### config.mk
export PLATFORM = sky130hd
export DESIGN_NAME = unidad_riesgos
export DESIGN_NICKNAME = d
export VERILOG_FILES = /design/src/rtl/riesgos_pkg.sv /design/src/rtl/contador_sat.sv /design/src/rtl/unidad_riesgos.sv
export SDC_FILE = /design/constraint.sdc
export NUM_CORES = 1
export LEC_CHECK = 0
export ABC_AREA = 1
export CORE_ASPECT_RATIO = 1.4
export CORE_MARGIN = 4
export CORE_UTILIZATION = 50
export CTS_CLUSTER_SIZE = 40
export DETAILED_ROUTE_END_ITERATION = 6
export PLACE_DENSITY = 0.8
export SLEW_MARGIN = 25
export SYNTH_ARGS = -nofsm -noshare
export SYNTH_HDL_FRONTEND = slang
export SYNTH_HIERARCHICAL = 1
export SYNTH_SLANG_ARGS = --single-unit
### constraint.sdc
create_clock -name clk -period 2.14 [get_ports clk]
set_clock_uncertainty 0.1 [all_clocks]
set_input_delay 0.321 -clock clk [delete_from_list [all_inputs] [get_ports clk]]
set_output_delay 0.321 -clock clk [all_outputs]
set_load 0.05 [all_outputs]
### src/rtl/riesgos_pkg.sv
// riesgos_pkg -- shared state encoding and field widths for the hazard unit | rev 1.0
`default_nettype none

package riesgos_pkg;

   localparam int REG_W = 5;

   typedef enum logic [1:0] {
      RUN   = 2'd0,
      FLUSH = 2'd1,
      HOLD  = 2'd2
   } estado_t;

endpackage

`default_nettype wire

### src/rtl/contador_sat.sv
// contador_sat -- enabled up-counter that sticks at all-ones | rev 1.0
`default_nettype none

module contador_sat #(
   parameter int CNT_W = 16
) (
   input  logic             clk,
   input  logic             rst,
   input  logic             en,
   output logic [CNT_W-1:0] cnt
);

   always_ff @(posedge clk or posedge rst) begin
      if (rst) begin
         cnt <= '0;
      end else if (en && (cnt != {CNT_W{1'b1}})) begin
         cnt <= cnt + 1'b1;
      end
   end

endmodule

`default_nettype wire

### src/rtl/unidad_riesgos.sv
// unidad_riesgos -- pipeline hazard unit: load-use stall, branch squash, memory hold | rev 1.0
`default_nettype none

import riesgos_pkg::*;

module unidad_riesgos #(
   parameter int FLUSH_CYC = 1,
   parameter int CNT_W     = 16
) (
   input  logic             clk,
   input  logic             rst,
   input  logic [REG_W-1:0] id_rs,
   input  logic [REG_W-1:0] id_rt,
   input  logic             id_usa_rt,
   input  logic             ex_memread,
   input  logic [REG_W-1:0] ex_rt,
   input  logic             br_taken,
   input  logic             mem_wait,
   output logic             pc_en,
   output logic             ifid_en,
   output logic             ifid_flush,
   output logic             idex_en,
   output logic             idex_bubble,
   output logic             exmem_flush,
   output logic             pipe_en,
   output logic [1:0]       estado,
   output logic [CNT_W-1:0] cnt_stall,
   output logic [CNT_W-1:0] cnt_flush
);

   localparam logic [2:0] REM_INI = 3'(FLUSH_CYC - 1);

   estado_t    state_q, state_n;
   estado_t    ret_q,   ret_n;
   logic [2:0] rem_q,   rem_n;
   logic       load_use;
   logic       inc_stall;
   logic       inc_flush;

   assign load_use = ex_memread && (ex_rt != '0) &&
                     ((ex_rt == id_rs) || (id_usa_rt && (ex_rt == id_rt)));

   assign estado = state_q;

   always_ff @(posedge clk or posedge rst) begin
      if (rst) begin
         state_q <= RUN;
         ret_q   <= RUN;
         rem_q   <= '0;
      end else begin
         state_q <= state_n;
         ret_q   <= ret_n;
         rem_q   <= rem_n;
      end
   end

   always_comb begin
      state_n     = state_q;
      ret_n       = ret_q;
      rem_n       = rem_q;
      pc_en       = 1'b0;
      ifid_en     = 1'b0;
      ifid_flush  = 1'b0;
      idex_en     = 1'b0;
      idex_bubble = 1'b0;
      exmem_flush = 1'b0;
      pipe_en     = 1'b0;
      inc_stall   = 1'b0;
      inc_flush   = 1'b0;

      // Outputs stay quiet during reset so no stage captures garbage.
      if (!rst) begin
         unique case (state_q)
            RUN: begin
               if (mem_wait) begin
                  state_n = HOLD;
                  ret_n   = RUN;
               end else if (br_taken) begin
                  pc_en       = 1'b1;
                  ifid_en     = 1'b1;
                  ifid_flush  = 1'b1;
                  idex_en     = 1'b1;
                  idex_bubble = 1'b1;
                  exmem_flush = 1'b1;
                  pipe_en     = 1'b1;
                  inc_flush   = 1'b1;
                  if (FLUSH_CYC > 1) begin
                     state_n = FLUSH;
                     rem_n   = REM_INI;
                  end
               end else if (load_use) begin
                  idex_en     = 1'b1;
                  idex_bubble = 1'b1;
                  pipe_en     = 1'b1;
                  inc_stall   = 1'b1;
               end else begin
                  pc_en   = 1'b1;
                  ifid_en = 1'b1;
                  idex_en = 1'b1;
                  pipe_en = 1'b1;
               end
            end
            FLUSH: begin
               if (mem_wait) begin
                  state_n = HOLD;
                  ret_n   = FLUSH;
               end else begin
                  pc_en      = 1'b1;
                  ifid_en    = 1'b1;
                  ifid_flush = 1'b1;
                  idex_en    = 1'b1;
                  pipe_en    = 1'b1;
                  rem_n      = rem_q - 3'd1;
                  if (rem_q == 3'd1) begin
                     state_n = RUN;
                  end
               end
            end
            HOLD: begin
               if (!mem_wait) begin
                  state_n = ret_q;
               end
            end
            default: begin
               state_n = RUN;
            end
         endcase
      end
   end

   contador_sat #(.CNT_W(CNT_W)) u_cnt_stall (
      .clk (clk),
      .rst (rst),
      .en  (inc_stall),
      .cnt (cnt_stall)
   );

   contador_sat #(.CNT_W(CNT_W)) u_cnt_flush (
      .clk (clk),
      .rst (rst),
      .en  (inc_flush),
      .cnt (cnt_flush)
   );

endmodule

`default_nettype wire

==> results of run 1 <==
worst paths after layout:
check | end | cells after the start
setup / recovery | idex_bubble | 9
hold / removal | u_cnt_flush/cnt[12]$_DFFE_PP0P_ | 4
setup reg to reg | u_cnt_stall/cnt[13]$_DFFE_PP0P_ | 11
hold reg to reg | rem_q[1]$_DFFE_PP0P_ | 2
max in group asynchronous | estado[1]$_DFFE_PP0P_ | 4
min in group clk | rem_q[1]$_DFFE_PP0P_ | 2
logic make-up after synthesis:
family,count (synthesis)
AO/OA/AOI/OAI,28
flip-flops,38
XOR/XNOR,11
AND/OR/NAND/NOR,259
buffers and inverters,60
adder cells (fa/ha/maj),4
stage by stage:
| step | instances | utilization |
|---|---|---|
| 4_1_cts | 547 | 0.713 |
| 3_3_place_gp | 537 | 0.689 |
| 3_5_place_dp | 537 | 0.689 |
| 5_1_grt | 550 | 0.727 |
| 2_1_floorplan | 400 | - |
| 6_report | 550 | 0.727 |
power groups by stage:
stage                     Combinational, mW  Sequential [mW]  Clock [mW]
final                                  1.53             1.06       0.623
after global routing                   1.65             1.09       0.654
after CTS                              1.51             1.07       0.631
after detailed placement               1.50             1.08           0
after global placement                 1.47             1.07           0
after floorplan                       0.553             1.49           0
Yosys cell counts (all sizes together):
master,count,area share
nor2,56,0.11
dfrtp,38,0.35
nand3b,4,0.011
o21ai,26,0.065
ha,4,0.018
buf,4,0.016
inv,56,0.077
xnor2,5,0.016
a21oi,1,0.0032
nand4,12,0.027
a211oi,1,0.0027
xor2,6,0.019
nand3,26,0.049
nand2,161,0.23
registers in the layout (all words and copies together), names as in the netlist:
| name | count |
|---|---|
| estado | 2 |
| rem_q | 3 |
| ret_q | 1 |
| u_cnt_flush/cnt | 16 |
| u_cnt_stall/cnt | 16 |
metal layers:
metal	global-route usage	part of all wire	vias to the layer above
li1	-	-	1406
met1	0.224	0.40	1283
met2	0.412	0.53	71
met3	0.0369	0.040	14
met4	0.0940	0.025	0
met5	0	0	-
worst register-to-register path, delay by kind of cell, from the launching register on:
kind          cells  cell delay, ns
flops             1            0.49
simple gates      8            0.96
buf+inv           3            0.26
layout by cell type, fill, tap and decap left out, types with 2 or more instances in the layout:
cell type                           n
sky130_fd_sc_hd__nand3_1           24
sky130_fd_sc_hd__clkdlybuf4s50_1   39
sky130_fd_sc_hd__buf_12             9
sky130_fd_sc_hd__clkbuf_1           2
sky130_fd_sc_hd__o21ai_2           12
sky130_fd_sc_hd__dfrtp_1           37
sky130_fd_sc_hd__inv_2             11
sky130_fd_sc_hd__o21ai_1            8
sky130_fd_sc_hd__nand2_1          144
sky130_fd_sc_hd__nor2_4            14
sky130_fd_sc_hd__clkbuf_8           5
sky130_fd_sc_hd__dlygate4sd2_1      6
sky130_fd_sc_hd__buf_4             16
sky130_fd_sc_hd__o21ai_0            5
sky130_fd_sc_hd__inv_1             44
sky130_fd_sc_hd__nand4_1           12
sky130_fd_sc_hd__nor2_2             9
sky130_fd_sc_hd__nand2_2           17
sky130_fd_sc_hd__ha_1               4
sky130_fd_sc_hd__nand3b_1           4
sky130_fd_sc_hd__nand3_2            2
sky130_fd_sc_hd__nor2_1            33
sky130_fd_sc_hd__dlymetal6s2s_1     9
sky130_fd_sc_hd__xnor2_1            5
sky130_fd_sc_hd__xor2_1             6
area by class of cell:
type                            count  area [µm²]  area share
Clock buffer                        7        76.3      0.0201
Clock inverter                      1        30.0     0.00789
Inverter                           56         214      0.0562
Multi-Input combinational cell    302        1580       0.416
Sequential cell                    38         952       0.250
Tap cell                           66        82.6      0.0217
Timing Repair Buffer               80         866       0.228
what timing repair did:
action | CTS | global route
buffers inserted | 2 | 2
hold buffers | 0 | 1
endpoints found under the setup margin | 3 | 18
cloned | 0 | 0
pin swaps | 4 | 7
resized for setup | 9 | 17
hold endpoints to repair | 0 | 6
==> reports/qor_table.md, run 1 <==
| Parameter | This run |
|:---|:---|
| Run status | complete, no violations |
| Clock share of power | 0.193 |
| Net switching power | 1.44 mW |
| Layout Nets | 508 |
| Cells along the critical path | inv_2 > nand2_2 > nor2_4 > inv_2 > nor2_4 > buf_4 > nand3_1 > o21ai_4 > buf_12 |
| Sequential-to-total area share from yosys stat | 0.347 |
| CP startpoint kind | register |
| Floorplan die width | 70.5 µm |
| Mux share of post-synthesis cell area | 0 |
| Largest vdd supply drop | 0.000972 V |
| Final routed DRC violation total | 0 |
| Die Height | 95.6 µm |
| Endpoint arrival time on the critical path | 1.64 ns |
| Num CTS Buffers | 5 |
| # port buffers | 61 |
| Maximum number of pins on one net before global-route repair | 17 |
| Count of TritonRoute iterations in the first routing pass | 4 |
| Delay contributed by the slowest stage of the critical path | 0.44 ns |
| CTS tree | done |
| Count of inserted antenna diode cells | 0 |
| Initial DRC Count | 144 |
| Aggregate global-route resource usage | 0.213 |
| Post-route setup TNS | 0 ns |
| P_leak | 1.81 nW |
| Floorplan core area | 0.00524 mm² |
| H-tree depth reported by CTS | 2 |
| Main combinational cell family by area after synthesis | simple AND/OR/NAND/NOR gates |
| Internal cell power | 1.78 mW |
| Final critical-path share of the clock period | 0.964 |
| Fraction of synthesized cell area in xor and xnor cells | 0.0352 |
| Max-slew headroom | 0.659 |
| First-pass GRT wire length | 11600 µm |
| Post-layout power | 3.22 mW |
| Worst Path Buf+Inv | 4 |
| Capturing element type of the critical path | output pin |
| Maximum operating frequency | 485 MHz |
| Pwr/cell area | 846 mW/mm² |
| Setup-violating endpoint count in the final report | 0 |
| Number of endpoints with negative hold slack in the final report | 0 |
| CP max FO | 4 |
| HPWL after DPL | 5220 µm |
| Combinational cell fraction of total power | 0.477 |
| Worst-Margin Slew | 0.511 ns |
| Mapped Nets | 425 |
| Root Driver | sky130_fd_sc_hd__clkbuf_8 |
| Top delay family on crit path | flip-flops |
| Dpl cell area | 0.00361 mm² |
| CP Class | register to output pin |
| Die outline area | 0.00674 mm² |
| Starting density of the core | 0.523 |
| Vias per std cell | 5.04 |
| Vias in the first global route | 2801 |
| Setup slack of the critical path after layout | 0.0768 ns |
| Worst path slowest cell | sky130_fd_sc_hd__dfrtp_2 |
| Number of pins with negative max-slew slack in the final report | 0 |
| Skew-Pair Late Insertion Delay | 0.30 ns |
| FILL cells | 404 |
| Number of clock sinks | 38 |
| Flip-flop and latch count after synthesis | 38 |
| Worst EP required | 1.72 ns |
| Synthesized netlist cell count | 400 |
| Top Ports | 62 |
| Overall via count from detail_route | 2774 |
| Global-route congestion overflow total | 0 |
| Synth unique cells | 22 |
| Area overhead of the layout relative to synthesis | 39.0% |
| Min cycle time layout | 2.06 ns |
| Worst min-delay path class | primary input to asynchronous set/reset pin |
| Part of the power in registers | 0.330 |
| Final design area excluding fillers | 0.00380 mm² |
| Synthesized-area fraction occupied by ao, oa, aoi and oai cells | 0.0713 |
| Antenna-violating nets left | 0 |
| Layout cell share with drive strength beyond 1 | 0.209 |
| Setup slack after placement | -0.223 ns |
| Reg-to-reg setup timing slack | 0.23 ns |
| Post-CTS clock slew at the launch and capture registers of the worst setup and hold paths | 0.08 ns |
| MaxCap Viol Count | 0 |
| Routability congestion estimate from global placement | 0.850 |
| Antenna violations before repair | 0 |
| Maximum buffer depth of the clock tree | 2 |
| Post-synthesis adder-cell area fraction | 0.0183 |
| Post-synthesis instance area | 0.00274 mm² |
| Yosys synthesis warning count | 6 |
| Launch point of the worst reg-to-reg path | estado[0]$_DFFE_PP0P_ |
| Mean post-synth cell area | 6.84 µm² |
| Fin Hold WS | 0.121 ns |
| Timing startpoint of the critical path | estado[1]$_DFFE_PP0P_ |
| Average wire length per cell after detail routing | 12.6 µm |
| Sw Share | 0.446 |
| Total Routed Length | 6950 µm |
| Synth Area in Simple Gates | 0.435 |
| FP Rows | 31 |
Power figures use the tool's default switching activity.
==> run 2, diff against run 1 <==
--- a/config.mk
+++ b/config.mk
@@ -9,9 +9,8 @@
 export CORE_ASPECT_RATIO = 1.4
 export CORE_MARGIN = 4
 export CORE_UTILIZATION = 50
-export CTS_CLUSTER_SIZE = 40
 export DETAILED_ROUTE_END_ITERATION = 6
-export PLACE_DENSITY = 0.8
+export PLACE_DENSITY = 0.78
 export SLEW_MARGIN = 25
 export SYNTH_ARGS = -nofsm -noshare
 export SYNTH_HDL_FRONTEND = slang
==> reports/qor_table.md, run 2 (synthesis gave the netlist of run 1 again) <==
| Parameter | This run |
|:---|:---|
| Capturing element type of the critical path | output pin |
| Global-route congestion overflow total | 0 |
| Area overhead of the layout relative to synthesis | 35.0% |
| Number of clock sinks | 38 |
| Vias per std cell | 5.00 |
| Worst EP required | 1.72 ns |
| Total Routed Length | 6500 µm |
| CP startpoint kind | register |
| P_leak | 1.76 nW |
| HPWL after DPL | 5090 µm |
| Num CTS Buffers | 5 |
| Net switching power | 1.39 mW |
| Max-slew headroom | 0.665 |
| Setup slack of the critical path after layout | 0.0747 ns |
| Min cycle time layout | 2.07 ns |
| FP Rows | 31 |
| Antenna violations before repair | 0 |
| Count of TritonRoute iterations in the first routing pass | 5 |
| Skew-Pair Late Insertion Delay | 0.29 ns |
| Initial DRC Count | 130 |
| Post-route setup TNS | 0 ns |
| Overall via count from detail_route | 2714 |
| Delay contributed by the slowest stage of the critical path | 0.86 ns |
| Unrepaired setup endpoints after global routing | no |
| Count of inserted antenna diode cells | 0 |
| Routability congestion estimate from global placement | 0.883 |
| Maximum number of pins on one net before global-route repair | 17 |
| Endpoint arrival time on the critical path | 1.64 ns |
| Setup-violating endpoint count in the final report | 0 |
| Pwr/cell area | 815 mW/mm² |
| Floorplan core area | 0.00524 mm² |
| Cells along the critical path | clkdlybuf4s50_1 |
| Layout Nets | 502 |
| MaxCap Viol Count | 0 |
| Worst-Margin Slew | 0.501 ns |
| Largest vdd supply drop | 0.000799 V |
| Vias in the first global route | 2625 |
| Combinational cell fraction of total power | 0.485 |
| Cells on worst reg2reg path | 14 |
| Top Ports | 62 |
| Starting density of the core | 0.523 |
| Internal cell power | 1.62 mW |
| Number of pins with negative max-slew slack in the final report | 0 |
| Maximum operating frequency | 484 MHz |
| First-pass GRT wire length | 11100 µm |
| Commonest non-fill, non-tap cell in the layout | sky130_fd_sc_hd__nand2_1 |
| Fraction of the core area covered by cells at the end of the flow | 0.706 |
| # port buffers | 61 |
| H-tree depth reported by CTS | 2 |
| Sw Share | 0.461 |
| Antenna-violating nets left | 0 |
| Most used cells in the layout excluding fill and tap cells | sky130_fd_sc_hd__nand2_1 (144), sky130_fd_sc_hd__inv_1 (45), sky130_fd_sc_hd__clkdlybuf4s50_1 (39) |
| Launch point of the worst reg-to-reg path | estado[1]$_DFFE_PP0P_ |
| Aggregate global-route resource usage | 0.207 |
| Worst Path Buf+Inv | 1 |
| Final routed DRC violation total | 0 |
| Layout cell share with drive strength beyond 1 | 0.187 |
| Maximum buffer depth of the clock tree | 2 |
| Final critical-path share of the clock period | 0.965 |
| Average wire length per cell after detail routing | 12.0 µm |
| Die outline area | 0.00674 mm² |
| Die Height | 95.6 µm |
| Number of endpoints with negative hold slack in the final report | 0 |
| Setup slack after placement | -0.188 ns |
| CP max FO | 6 |
| Worst min-delay path class | primary input to asynchronous set/reset pin |
| Post-CTS clock slew at the launch and capture registers of the worst setup and hold paths | 0.08 ns |
| Clock share of power | 0.158 |
| Worst reg2reg endpoint | u_cnt_flush/cnt[13]$_DFFE_PP0P_ |
| CP Class | register to output pin |
| Root Driver | sky130_fd_sc_hd__clkbuf_8 |
| Floorplan die width | 70.5 µm |
| Top delay family on crit path | buffers and inverters |
| Registers with the most flip-flops | u_cnt_flush/cnt: 16 flops, u_cnt_stall/cnt: 16 flops, rem_q: 3 flops |
| Worst path slowest cell | sky130_fd_sc_hd__clkdlybuf4s50_1 |
| CTS tree | done |
| Run status | complete, no violations |
| Reg-to-reg setup timing slack | 0.25 ns |
| Part of the power in registers | 0.357 |
run 2: cell count changes in the layout (fill, tap and decap cells not counted), sizes merged:
cell,change
buf,-6
bufinv,-1
run 2: routing by layer:
metal	global-route usage	vias up	routed length [µm]
li1	-	1391	-
met1	0.215	1249	2560
met2	0.394	61	3490
met3	0.0348	13	260
met4	0.107	0	180
met5	0	-	0
run 2: worst reg2reg max path, stage by stage (launching register included):
cell and delay (ns):
sky130_fd_sc_hd__dfrtp_2 0.45, sky130_fd_sc_hd__inv_2 0.08, sky130_fd_sc_hd__nand2_2 0.06, sky130_fd_sc_hd__nor2_4 0.11, sky130_fd_sc_hd__inv_2 0.06, sky130_fd_sc_hd__nor2_4 0.11
sky130_fd_sc_hd__inv_2 0.07, sky130_fd_sc_hd__nor2_4 0.19, sky130_fd_sc_hd__inv_2 0.10, sky130_fd_sc_hd__nor2_1 0.09, sky130_fd_sc_hd__nand2_1 0.06, sky130_fd_sc_hd__nor2_1 0.14
sky130_fd_sc_hd__nand3_1 0.09, sky130_fd_sc_hd__nand2_1 0.07, sky130_fd_sc_hd__inv_1 0.04
run 2: repair_timing:
action / CTS / global route
setup endpoints to repair: 2 / 5
buffers inserted: 1 / 1
hold buffers: 0 / 1
hold endpoints to repair: 0 / 6
pin swaps: 3 / 7
gates resized for setup: 12 / 11
run 2: final cells by class:
class | instances | area (µm²)
fillers | 457 | 1540
flip-flops and latches | 38 | 952
repair buffers | 74 | 811
inverters | 56 | 214
clock buffers | 7 | 76.3
well taps | 66 | 82.6
multi-input cells | 302 | 1560
run 2: worst max path at each step:
stage	from	to	cells after the start
floorplan	estado[1]$_DFFE_PP0P_	u_cnt_flush/cnt[13]$_DFFE_PP0P_	14
global placement	ex_rt[3]	u_cnt_stall/cnt[13]$_DFFE_PP0P_	16
detailed placement	ex_rt[3]	u_cnt_stall/cnt[13]$_DFFE_PP0P_	16
CTS	ex_rt[0]	pc_en	11
global route	estado[1]$_DFFE_PP0P_	idex_bubble	9
finish	u_cnt_stall/cnt[2]$_DFFE_PP0P_	cnt_stall[2]	1
run 2: power groups by stage:
stage / clock network (mW) / logic (mW) / registers [mW]
after floorplan: 0 / 0.553 / 1.49
after global placement: 0 / 1.42 / 1.09
after detailed placement: 0 / 1.45 / 1.08
after CTS: 0.495 / 1.46 / 1.07
after global routing: 0.530 / 1.57 / 1.11
final: 0.477 / 1.46 / 1.07
run 2: metrics by stage:
step	std cells	hold slack [ns]	total power [mW]	instance area (µm²)
finish	543	0.103	3.01	3690
global route	543	0.129	3.21	3690
CTS	542	0.264	3.03	3650
detailed placement	534	0.380	2.53	3560
global placement	534	0.370	2.51	3560
floorplan	400	-0.00321	2.04	2760
